$ cat src/rtl/plants_pkg.sv
// Shared plant types, lawn geometry constants and the sprite-sheet addressing helper.
package plants_pkg;

  typedef enum logic [1:0] {
    EMPTY      = 2'd0,
    PEASHOOTER = 2'd1,
    SUNFLOWER  = 2'd2,
    WALLNUT    = 2'd3
  } plant_type_t;

  localparam int GRID_COLS  = 9;
  localparam int GRID_ROWS  = 5;
  localparam int CELL_SHIFT = 6;
  localparam int SPRITE_W   = 32;
  localparam logic [6:0] TRANSPARENT_INDEX = 7'd0;

  // Sheet layout: one 32x32 block per (type, frame); EMPTY has no block, hence type-1.
  function automatic int sprite_addr(input int ptype, input int frame, input int num_frames,
                                     input int sx, input int sy);
    return ((ptype - 1) * num_frames + frame) * (SPRITE_W * SPRITE_W) + sy * SPRITE_W + sx;
  endfunction

endpackage

$ cat src/rtl/lawn_grid_regs.sv
// 5x9 lawn occupancy map: one write port, one combinational read port by row/col.
module lawn_grid_regs
  import plants_pkg::*;
(
  input  logic        clk_i,
  input  logic        rst_ni,
  input  logic        we_i,
  input  logic [2:0]  wr_row_i,
  input  logic [3:0]  wr_col_i,
  input  plant_type_t wr_type_i,
  input  logic [2:0]  rd_row_i,
  input  logic [3:0]  rd_col_i,
  output plant_type_t rd_type_o
);

  plant_type_t cells_q [GRID_ROWS][GRID_COLS];
  plant_type_t cells_d [GRID_ROWS][GRID_COLS];

  // Next-state: only an in-range row/col matches a cell, so out-of-range writes fall through.
  always_comb begin
    cells_d = cells_q;
    for (int r = 0; r < GRID_ROWS; r++) begin
      for (int c = 0; c < GRID_COLS; c++) begin
        if (we_i && (wr_row_i == 3'(r)) && (wr_col_i == 4'(c))) begin
          cells_d[r][c] = wr_type_i;
        end
      end
    end
  end

  // Occupancy state; every cell clears to EMPTY on reset.
  always_ff @(posedge clk_i or negedge rst_ni) begin
    if (!rst_ni) begin
      for (int r = 0; r < GRID_ROWS; r++) begin
        for (int c = 0; c < GRID_COLS; c++) begin
          cells_q[r][c] <= EMPTY;
        end
      end
    end else begin
      cells_q <= cells_d;
    end
  end

  // Read returns the registered value, so a same-cycle write is not yet visible.
  always_comb begin
    rd_type_o = EMPTY;
    for (int r = 0; r < GRID_ROWS; r++) begin
      for (int c = 0; c < GRID_COLS; c++) begin
        if ((rd_row_i == 3'(r)) && (rd_col_i == 4'(c))) begin
          rd_type_o = cells_q[r][c];
        end
      end
    end
  end

endmodule

$ cat src/rtl/plant_sprite_fetch.sv
// Per-pixel plant sprite fetch: cell lookup, sprite ROM addressing, transparency keying,
// plus the global plant animation-frame counter.
module plant_sprite_fetch
  import plants_pkg::*;
#(
  parameter int GRID_X0    = 40,
  parameter int GRID_Y0    = 80,
  parameter int ANIM_DIV   = 15,
  parameter int NUM_FRAMES = 2,
  parameter int ADDR_W     = 13
) (
  input  logic              Clk,
  input  logic              Reset_n,
  input  logic [9:0]        DrawX,
  input  logic [9:0]        DrawY,
  input  logic              de,
  input  logic              frame_start,
  input  logic              anim_en,
  input  logic              cell_we,
  input  logic [2:0]        cell_row,
  input  logic [3:0]        cell_col,
  input  logic [1:0]        cell_type,
  output logic [ADDR_W-1:0] rom_addr,
  input  logic [6:0]        rom_data,
  output logic [6:0]        pixel_index,
  output logic              pixel_opaque
);

  localparam int FRAME_W = (NUM_FRAMES > 1) ? $clog2(NUM_FRAMES) : 1;
  localparam int DIV_W   = (ANIM_DIV > 1) ? $clog2(ANIM_DIV) : 1;
  localparam logic [9:0]  X0   = 10'(GRID_X0);
  localparam logic [9:0]  Y0   = 10'(GRID_Y0);
  localparam logic [10:0] X_LO = 11'(GRID_X0);
  localparam logic [10:0] X_HI = 11'(GRID_X0 + (GRID_COLS << CELL_SHIFT));
  localparam logic [10:0] Y_LO = 11'(GRID_Y0);
  localparam logic [10:0] Y_HI = 11'(GRID_Y0 + (GRID_ROWS << CELL_SHIFT));

  logic [DIV_W-1:0]   div_cnt_q, div_cnt_d;
  logic [FRAME_W-1:0] frame_q, frame_d;

  // Stage 0: coordinate decode, cell lookup and address generation (combinational)
  logic [9:0]  ox_p0, oy_p0;
  logic [3:0]  col_p0;
  logic [2:0]  row_p0;
  logic [4:0]  sx_p0, sy_p0;
  logic        in_grid_p0, hit_p0;
  plant_type_t type_p0;
  logic [ADDR_W-1:0] addr_p0;
  logic        unused_bits_p0;

  assign ox_p0  = DrawX - X0;
  assign oy_p0  = DrawY - Y0;
  assign col_p0 = ox_p0[CELL_SHIFT+3:CELL_SHIFT];
  assign row_p0 = oy_p0[CELL_SHIFT+2:CELL_SHIFT];
  assign sx_p0  = ox_p0[CELL_SHIFT-1:1];
  assign sy_p0  = oy_p0[CELL_SHIFT-1:1];
  assign unused_bits_p0 = ^{ox_p0[0], oy_p0[0], oy_p0[9]};

  assign in_grid_p0 = ({1'b0, DrawX} >= X_LO) && ({1'b0, DrawX} < X_HI) &&
                      ({1'b0, DrawY} >= Y_LO) && ({1'b0, DrawY} < Y_HI);

  lawn_grid_regs u_grid (
    .clk_i     (Clk),
    .rst_ni    (Reset_n),
    .we_i      (cell_we),
    .wr_row_i  (cell_row),
    .wr_col_i  (cell_col),
    .wr_type_i (plant_type_t'(cell_type)),
    .rd_row_i  (row_p0),
    .rd_col_i  (col_p0),
    .rd_type_o (type_p0)
  );

  // Hit gates the address so empty cells, blanking and off-lawn pixels all read address 0.
  always_comb begin
    hit_p0  = de && in_grid_p0 && (type_p0 != EMPTY);
    addr_p0 = '0;
    if (hit_p0) begin
      addr_p0 = ADDR_W'(sprite_addr(int'(type_p0), int'(frame_q), NUM_FRAMES,
                                    int'(sx_p0), int'(sy_p0)));
    end
  end

  // Stage 1..3 registers: ROM address, hit delay line, keyed palette index
  logic [ADDR_W-1:0] rom_addr_q, rom_addr_d;
  logic              hit_p1_q, hit_p2_q;
  logic [6:0]        pixel_index_q, pixel_index_d;
  logic              pixel_opaque_q, pixel_opaque_d;

  // Transparency keying on the ROM word that returns for the stage-2 pixel.
  always_comb begin
    rom_addr_d     = addr_p0;
    pixel_opaque_d = hit_p2_q && (rom_data != TRANSPARENT_INDEX);
    pixel_index_d  = pixel_opaque_d ? rom_data : TRANSPARENT_INDEX;
  end

  // Fixed three-cycle pixel pipeline; reset flushes every in-flight pixel.
  always_ff @(posedge Clk or negedge Reset_n) begin
    if (!Reset_n) begin
      rom_addr_q     <= '0;
      hit_p1_q       <= 1'b0;
      hit_p2_q       <= 1'b0;
      pixel_index_q  <= '0;
      pixel_opaque_q <= 1'b0;
    end else begin
      rom_addr_q     <= rom_addr_d;
      hit_p1_q       <= hit_p0;
      hit_p2_q       <= hit_p1_q;
      pixel_index_q  <= pixel_index_d;
      pixel_opaque_q <= pixel_opaque_d;
    end
  end

  assign rom_addr     = rom_addr_q;
  assign pixel_index  = pixel_index_q;
  assign pixel_opaque = pixel_opaque_q;

  // Animation divider: only frame_start moves it, so a frame never changes mid-picture.
  always_comb begin
    div_cnt_d = div_cnt_q;
    frame_d   = frame_q;
    if (frame_start && anim_en) begin
      if (div_cnt_q == DIV_W'(ANIM_DIV - 1)) begin
        div_cnt_d = '0;
        frame_d   = (frame_q == FRAME_W'(NUM_FRAMES - 1)) ? '0 : frame_q + FRAME_W'(1);
      end else begin
        div_cnt_d = div_cnt_q + DIV_W'(1);
      end
    end
  end

  // Animation state registers.
  always_ff @(posedge Clk or negedge Reset_n) begin
    if (!Reset_n) begin
      div_cnt_q <= '0;
      frame_q   <= '0;
    end else begin
      div_cnt_q <= div_cnt_d;
      frame_q   <= frame_d;
    end
  end

endmodule
$ cat config.mk
export PLATFORM = sky130hd
export DESIGN_NAME = plant_sprite_fetch
export DESIGN_NICKNAME = d
export VERILOG_FILES = /design/src/rtl/plants_pkg.sv /design/src/rtl/lawn_grid_regs.sv /design/src/rtl/plant_sprite_fetch.sv
export SDC_FILE = /design/constraint.sdc
export NUM_CORES = 1
export LEC_CHECK = 0
export CORE_AREA = 2 2 100 126
export CTS_CLUSTER_SIZE = 28
export DETAILED_ROUTE_END_ITERATION = 10
export DIE_AREA = 0 0 102 128
export PLACE_DENSITY = 0.88
export REMOVE_ABC_BUFFERS = 1
export SKIP_CTS_REPAIR_TIMING = 1
export SYNTH_ARGS = -nofsm -noshare
export SYNTH_HDL_FRONTEND = slang
export SYNTH_HIERARCHICAL = 1
export SYNTH_SLANG_ARGS = --single-unit
$ cat constraint.sdc
create_clock -name Clk -period 3.51 [get_ports Clk]
set_clock_uncertainty 0.05 [all_clocks]
set_input_delay 0.702 -clock Clk [delete_from_list [all_inputs] [get_ports Clk]]
set_output_delay 0.702 -clock Clk [all_outputs]
set_load 0.02 [all_outputs]
==> reports/qor.yml, run 1 <==
outcome:
  run_status: "finished, violations left"
  violations: "negative setup slack"
placement:
  dp_hpwl_mm: 14.06
  place_area_mm2: 0.007784
  portBuffers: 62
  gp_congestion: 0.9786
  dp.cells: 861
  dp_slack_ns: -1.217
route:
  drt-vias-per-instance: 6.024
  wirelength_mm: 20.48
  vias: 5548
  wl_per_cell_um: 22.24
  drc: 0
  drtPass1Iterations: 5
  final_antenna_net_count: 0
  drtIter0Drc: 370
power:
  peakVddDrop_uv: 354.5
  p_leak_nw: 4.035
  p_seq_frac: 0.379
  power.switching_mw: 1.175
  internal-power_mw: 2.938
  clockPowerShare: 0.421
  switching_share: 0.2858
  powerDensity_mw_per_mm2: 461.2
  p_comb_frac: 0.200
synth:
  synthAdderAreaFrac: 0.009781
  synth_area_mm2: 0.006396
  yosys_warnings: 6
  syn_inst: 580
  async_flop_share: 1.000
  synth_compound_area_frac: 0.1285
  ys_seq_area_frac: 0.4617
  synth_cell_type_count: 72
  synth_top_family_by_area: "multiplexers"
  synth.area.mux_share: 0.1872
  synth-seq-cells: 118
  synth_edf_count: 0
  ys.flop_type: "dfrtp_1"
  synth.avg_cell_area_um2: 11.03
  synthXorXnorAreaFrac: 0.01095
  yosys.area_share.simple: 0.1596
worst_setup_path:
  worstPathArrival_ns: 3.93
  startpoint_type: "input port"
  path_cells: "buf_8 -> inv_4 -> ha_4 -> nor2b_4 -> nor4_4 -> xor2_2 -> buf_4 -> nor3b_4 -> buf_4 -> nand2_1 -> buf_4 -> o21ai_1 -> a221oi_2 -> o21ai_1 -> o211ai_1 -> inv_1 -> ha_2 -> nor3b_2 -> buf_4 -> buf_4 -> o211ai_1 -> nor4_2"
  cpMaxStageDelayCell: "nor4_4"
  crit_path_max_fanout: 5
  cp_num_buf_inv: 8
  crit_path_max_incr_delay_ns: 0.30
  path_delay_family: "buffers and inverters"
  crit_path_end_kind: "register"
  crit_type: "in -> reg"
  cpMostUsedCell: "buf_4"
  cp.required_ns: 3.72
timing:
  setup_ws_ns: -0.2038
  period_minus_slack_ns: 3.714
  setup_viol: 14
  hold_viol_final: 0
  fin_crit_sh: 1.058
  finalSetupTns_ns: -2.125
  slew_viol_final: 0
  worstMarginPinSlew_ns: 1.174
  slew_headroom: 0.2174
  max_freq_mhz: 269.3
  rsz0062_at_grt: "yes"
cts:
  cts_buffer_depth: 2
  clkSlewWorstSetupHoldPaths_ns: 0.06
  clkLatencyLatePin_ns: 0.42
  cts_tree: "done"
  clock_sinks: 118
  root_buffer: "clkbuf_16"
  cts_buffers: 17
  cts-htree-levels: 4
cells_and_area:
  finalNonFillerCells: 921
  layout-drive-gt1-share: 0.3950
  insertedDiodeCount: 0
  register_area_mm2: 0.002953
  stdcell_area_mm2: 0.008919
  nets: 791
  fill_cells: 813
  synthToLayoutAreaGrowth_pct: 39.44
  multi_input_area_mm2: 0.003503
global_route:
  grt_max_degree: 62
  grtUsageTotal: 0.3159
  grt_pass1_vias: 5749
  antenna_found_initial: 0
  grt_pass1_wl_mm: 30.91
  grt_overflow_total: 0
floorplanning:
  io_pins: 63
  initial_core_util: 0.5358
  core_area_mm2: 0.01194
  die_w_um: 102
  dieHeight_um: 128
  num_rows: 45
  die_area_mm2: 0.01306
run:
  drv_cap: 0
worst_hold_path:
  hold_class: "in -> async"
-- cell families after synthesis --
logic type | after synthesis
multiplexers | 108
buffers and inverters | 53
AND/OR/NAND/NOR | 171
flip-flops | 118
adder cells (fa/ha/maj) | 5
AO/OA/AOI/OAI | 117
XOR/XNOR | 8
-- power by group through the flow --
stage	Sequential (mW)	Combinational, mW	Clock, mW
finish	1.56	0.823	1.73
CTS	1.56	0.710	1.74
global route	1.57	0.877	1.81
global placement	1.57	0.681	0
floorplan	1.55	0.339	0
detailed placement	1.58	0.705	0
-- synthesized netlist by cell type (3+ instances only) --
cell	count	area, µm²
a211oi_1	4	30.03
a21o_1	3	22.52
a21oi_1	16	80.08
a31oi_1	7	43.79
a32oi_1	3	26.28
and2_1	9	56.30
and3_1	4	25.02
buf_2	9	45.04
buf_4	5	37.54
buf_6	4	45.04
clkbuf_1	15	56.30
dfrtp_1	118	2953
ha_1	5	62.56
inv_1	17	63.81
mux2_1	12	135.1
mux2_2	81	912.1
mux2i_1	15	150.1
nand2_1	53	198.9
nand2b_1	9	56.30
nand3_1	6	30.03
nand3b_1	3	22.52
nor2_1	20	75.07
nor2b_1	9	56.30
nor3_1	15	75.07
nor3b_1	3	22.52
nor3b_2	4	50.05
nor4_1	10	62.56
nor4_2	10	125.1
o211ai_1	18	135.1
o21ai_0	25	125.1
o22ai_1	8	50.05
o31ai_1	4	30.03
o32ai_1	3	26.28
xor2_1	6	52.55
-- through the flow --
stage / hold WS, ns / power [mW] / util
3_5_place_dp: 0.2948 / 2.283 / 0.6521
5_1_grt: 0.3215 / 4.261 / 0.7472
3_3_place_gp: 0.3076 / 2.251 / 0.6521
6_report: 0.2902 / 4.113 / 0.7472
2_1_floorplan: 0.2812 / 1.890 / -
4_1_cts: 0.3135 / 4.010 / 0.7016
-- layer usage --
metal	up-vias	track usage	part of all wire
met3	62	0.06870	0.050
met1	2789	0.3661	0.37
met5	-	0	0
met2	215	0.5495	0.53
met4	0	0.1490	0.045
li1	2482	-	-
-- registers in the layout, summed over array words and instances, names as in the netlist --
register and count:
u_grid/cells_q 90, pixel_opaque 1, pixel_index 7, div_cnt_q 4, hit_p1_q 1, hit_p2_q 1
frame_q 1, rom_addr 13
-- worst paths after layout --
check                           slack [ns]  cells past startpoint          startpoint                 end
worst max-delay path                 -0.20                     22            DrawX[4]        rom_addr[10]
worst min register to register        0.32                      0            hit_p1_q            hit_p2_q
max in group asynchronous             2.32                      2             Reset_n  u_grid/cells_q[32]
worst max register to register        0.85                     13  u_grid/cells_q[45]        rom_addr[10]
worst min-delay path                  0.29                      1             Reset_n  u_grid/cells_q[17]
min in group Clk                      0.32                      0            hit_p1_q            hit_p2_q
-- layout make-up --
cell class | count | area share
inverters | 19 | 0.008558
multi-input cells | 411 | 0.3928
clock buffers | 18 | 0.04924
clock inverters | 14 | 0.01698
well taps | 164 | 0.02301
flip-flops and latches | 118 | 0.3311
repair buffers | 177 | 0.1783
-- cell usage in the layout, fill, tap and decap left out, types with 4 or more instances in the layout --
master	n
a31oi_1	6
clkinvlp_4	5
nor4_1	7
clkbuf_16	17
nor3_1	13
o22ai_1	8
dlymetal6s2s_1	7
o21ai_1	4
mux2_2	81
nand2_1	52
nor2b_1	6
buf_12	5
nand2b_1	8
buf_6	7
buf_4	105
nor3b_2	4
inv_1	15
and3_1	4
and2_1	9
o21ai_0	20
o211ai_1	18
dfrtp_1	118
nand3_1	6
nor2_1	16
clkdlybuf4s50_1	52
nor4_2	11
a21oi_1	15
mux2_1	12
mux2i_1	15
Power figures use the tool's default switching activity.
==> inputs of run 2 (changes only) <==
--- a/config.mk
+++ b/config.mk
@@ -5,10 +5,10 @@
 export SDC_FILE = /design/constraint.sdc
 export NUM_CORES = 1
 export LEC_CHECK = 0
-export CORE_AREA = 2 2 100 126
+export CORE_AREA = 2 2 117 108
 export CTS_CLUSTER_SIZE = 28
 export DETAILED_ROUTE_END_ITERATION = 10
-export DIE_AREA = 0 0 102 128
+export DIE_AREA = 0 0 119 110
 export PLACE_DENSITY = 0.88
 export REMOVE_ABC_BUFFERS = 1
 export SKIP_CTS_REPAIR_TIMING = 1
==> run 2 against run 1 <==
Effect of this change: the run still ends with negative setup slack left; total power grew 1.4%; first-iteration DRC count up 43%; via count grew 0.78%; critical path depth fell by 2; hold slack worse by 0.042 ns; combinational power shrank 2%; register-to-register slack lost 0.04 ns; sequential cell count unchanged; maximum frequency down 6.6%; die area up 0.26%; clock power rose by 4%; sequential power hardly changed; critical endpoint is now rom_addr[2]; largest cell class unchanged; largest power group unchanged.
==> reports/qor.yml, run 2 (synthesized netlist as in run 1, its figures left out) <==
outcome:
  run_status: "finished, violations left"
  violations: "negative setup slack"
cells_and_area:
  final_cell_mix: "dfrtp_1, buf_4, mux2_2"
  top_register: "u_grid/cells_q"
  finish.utilization: 0.7442
  synthToLayoutAreaGrowth_pct: 37.75
  nets: 782
  final_common_cell: "dfrtp_1"
  layout-drive-gt1-share: 0.3676
  insertedDiodeCount: 0
  register_area_mm2: 0.002953
  stdcell_area_mm2: 0.008811
  fill_cells: 744
  multi_input_area_mm2: 0.003382
  largest_register_ff_count: 90
floorplanning:
  dieHeight_um: 110
  die_area_mm2: 0.01309
  num_rows: 38
  io_pins: 63
  core_area_mm2: 0.01184
  initial_core_util: 0.5403
  die_w_um: 119
route:
  drc: 0
  vias: 5591
  drtIter0Drc: 530
  drtPass1Iterations: 5
  drt-vias-per-instance: 6.157
  final_antenna_net_count: 0
  wl_per_cell_um: 21.41
  wirelength_mm: 19.44
worst_setup_path:
  r2r_end: "rom_addr[2]"
  worstPathArrival_ns: 4.22
  crit_path_end_kind: "register"
  r2r_cells: 13
  critPathLaunch: "DrawY[5]"
  rr_startpoint: "u_grid/cells_q[53]"
  cp.required_ns: 3.76
  crit_type: "in -> reg"
  startpoint_type: "input port"
  endpoint: "rom_addr[2]"
  crit_path_max_fanout: 8
  reg2reg_slack_ns: 0.81
cts:
  cts_tree: "done"
  clkSlewWorstSetupHoldPaths_ns: 0.06
  cts-htree-levels: 4
  cts_buffers: 17
  clock_sinks: 118
  cts_buffer_depth: 2
  clkLatencyLatePin_ns: 0.42
  root_buffer: "clkbuf_16"
timing:
  setup_viol: 14
  setup_ws_ns: -0.4660
  slew_headroom: 0.2358
  fin_crit_sh: 1.133
  max_freq_mhz: 251.5
  hold_viol_final: 0
  slew_viol_final: 0
  period_minus_slack_ns: 3.976
  rsz0062_at_grt: "yes"
  worstMarginPinSlew_ns: 1.146
global_route:
  grtUsageTotal: 0.3001
  grt_max_degree: 70
  grt_overflow_total: 0
  grt_pass1_vias: 5732
  antenna_found_initial: 0
  grt_pass1_wl_mm: 29.99
placement:
  dp_hpwl_mm: 13.14
  gp_congestion: 1.111
  place_area_mm2: 0.007821
  portBuffers: 62
power:
  peakVddDrop_uv: 447.1
  powerDensity_mw_per_mm2: 473.4
  p_leak_nw: 3.979
worst_hold_path:
  hold_class: "in -> async"
run:
  drv_cap: 0
[run 2: changes by cell type in the layout (fill, tap and decap cells not counted), moves of 2 or more]
| cell | delta |
|---|---|
| buf_4 | -10 |
| buf_12 | +4 |
| buf_6 | -3 |
| clkdlybuf4s50_1 | +3 |
| nor2_4 | -3 |
| o21ai_2 | -3 |
| clkinv_2 | -2 |
| inv_2 | +2 |
| inv_4 | -2 |
| nor2_2 | +2 |
| o21ai_1 | +2 |
[run 2: report_power, final]
group / total, mW / leakage, nW / internal (mW) / switching, mW
logic: 0.809 / 2.09 / 0.398 / 0.411
clock network: 1.80 / 0.287 / 1.14 / 0.660
registers: 1.56 / 1.61 / 1.47 / 0.0866
total: 4.17 / 3.98 / 3.01 / 1.16
[run 2: worst min-delay path by stage]
| stage | end | startpoint | slack (ns) |
|---|---|---|---|
| 3_3_place_gp | hit_p2_q | hit_p1_q | 0.31 |
| 6_report | div_cnt_q[1] | Reset_n | 0.25 |
| 5_1_grt | div_cnt_q[0] | Reset_n | 0.29 |
| 3_5_place_dp | hit_p2_q | hit_p1_q | 0.32 |
| 2_1_floorplan | hit_p2_q | hit_p1_q | 0.28 |
| 4_1_cts | div_cnt_q[1] | Reset_n | 0.26 |
[run 2: final cells by class]
class | instances | area share
clock inverter | 13 | 0.01960
inverter | 19 | 0.008094
clock buffer | 19 | 0.05027
multi-input combinational | 409 | 0.3838
tap | 160 | 0.02272
sequential | 118 | 0.3351
timing repair buffer | 170 | 0.1803
[run 2: per-layer routing]
layer  share of wire  vias up  GRT usage
li1                -     2452          -
met1            0.41     2803     0.3812
met2            0.49      284     0.5057
met3           0.073       52    0.07047
met4           0.027        0     0.1139
met5               0        -          0
[run 2: worst max-delay path, cell delays in order]
cell and delay, ns:
clkdlybuf4s50_1 0.47, inv_1 0.07, ha_2 0.20, nor2b_4 0.12, nor2_2 0.04, xor2_1 0.12, buf_4 0.18, or3b_4 0.42
a211oi_2 0.25, a31oi_2 0.07, a31oi_1 0.19, o32ai_1 0.10, a21oi_1 0.14, inv_1 0.09, ha_1 0.21, nor3b_2 0.22
buf_4 0.14, buf_6 0.11, o211ai_1 0.10, nor4_1 0.26
[run 2: through the flow]
| step | instances | total power, mW | setup slack [ns] | hold slack (ns) | setup TNS, ns |
|---|---|---|---|---|---|
| after floorplan | 546 | 1.890 | -2.377 | 0.2812 | -32.76 |
| final | 908 | 4.171 | -0.4660 | 0.2480 | -5.210 |
| after global placement | 856 | 2.251 | -0.9379 | 0.3088 | -12.86 |
| after CTS | 888 | 4.090 | -0.6683 | 0.2587 | -8.364 |
| after detailed placement | 856 | 2.281 | -1.040 | 0.3248 | -13.57 |
| after global routing | 908 | 4.320 | -0.6280 | 0.2911 | -7.606 |
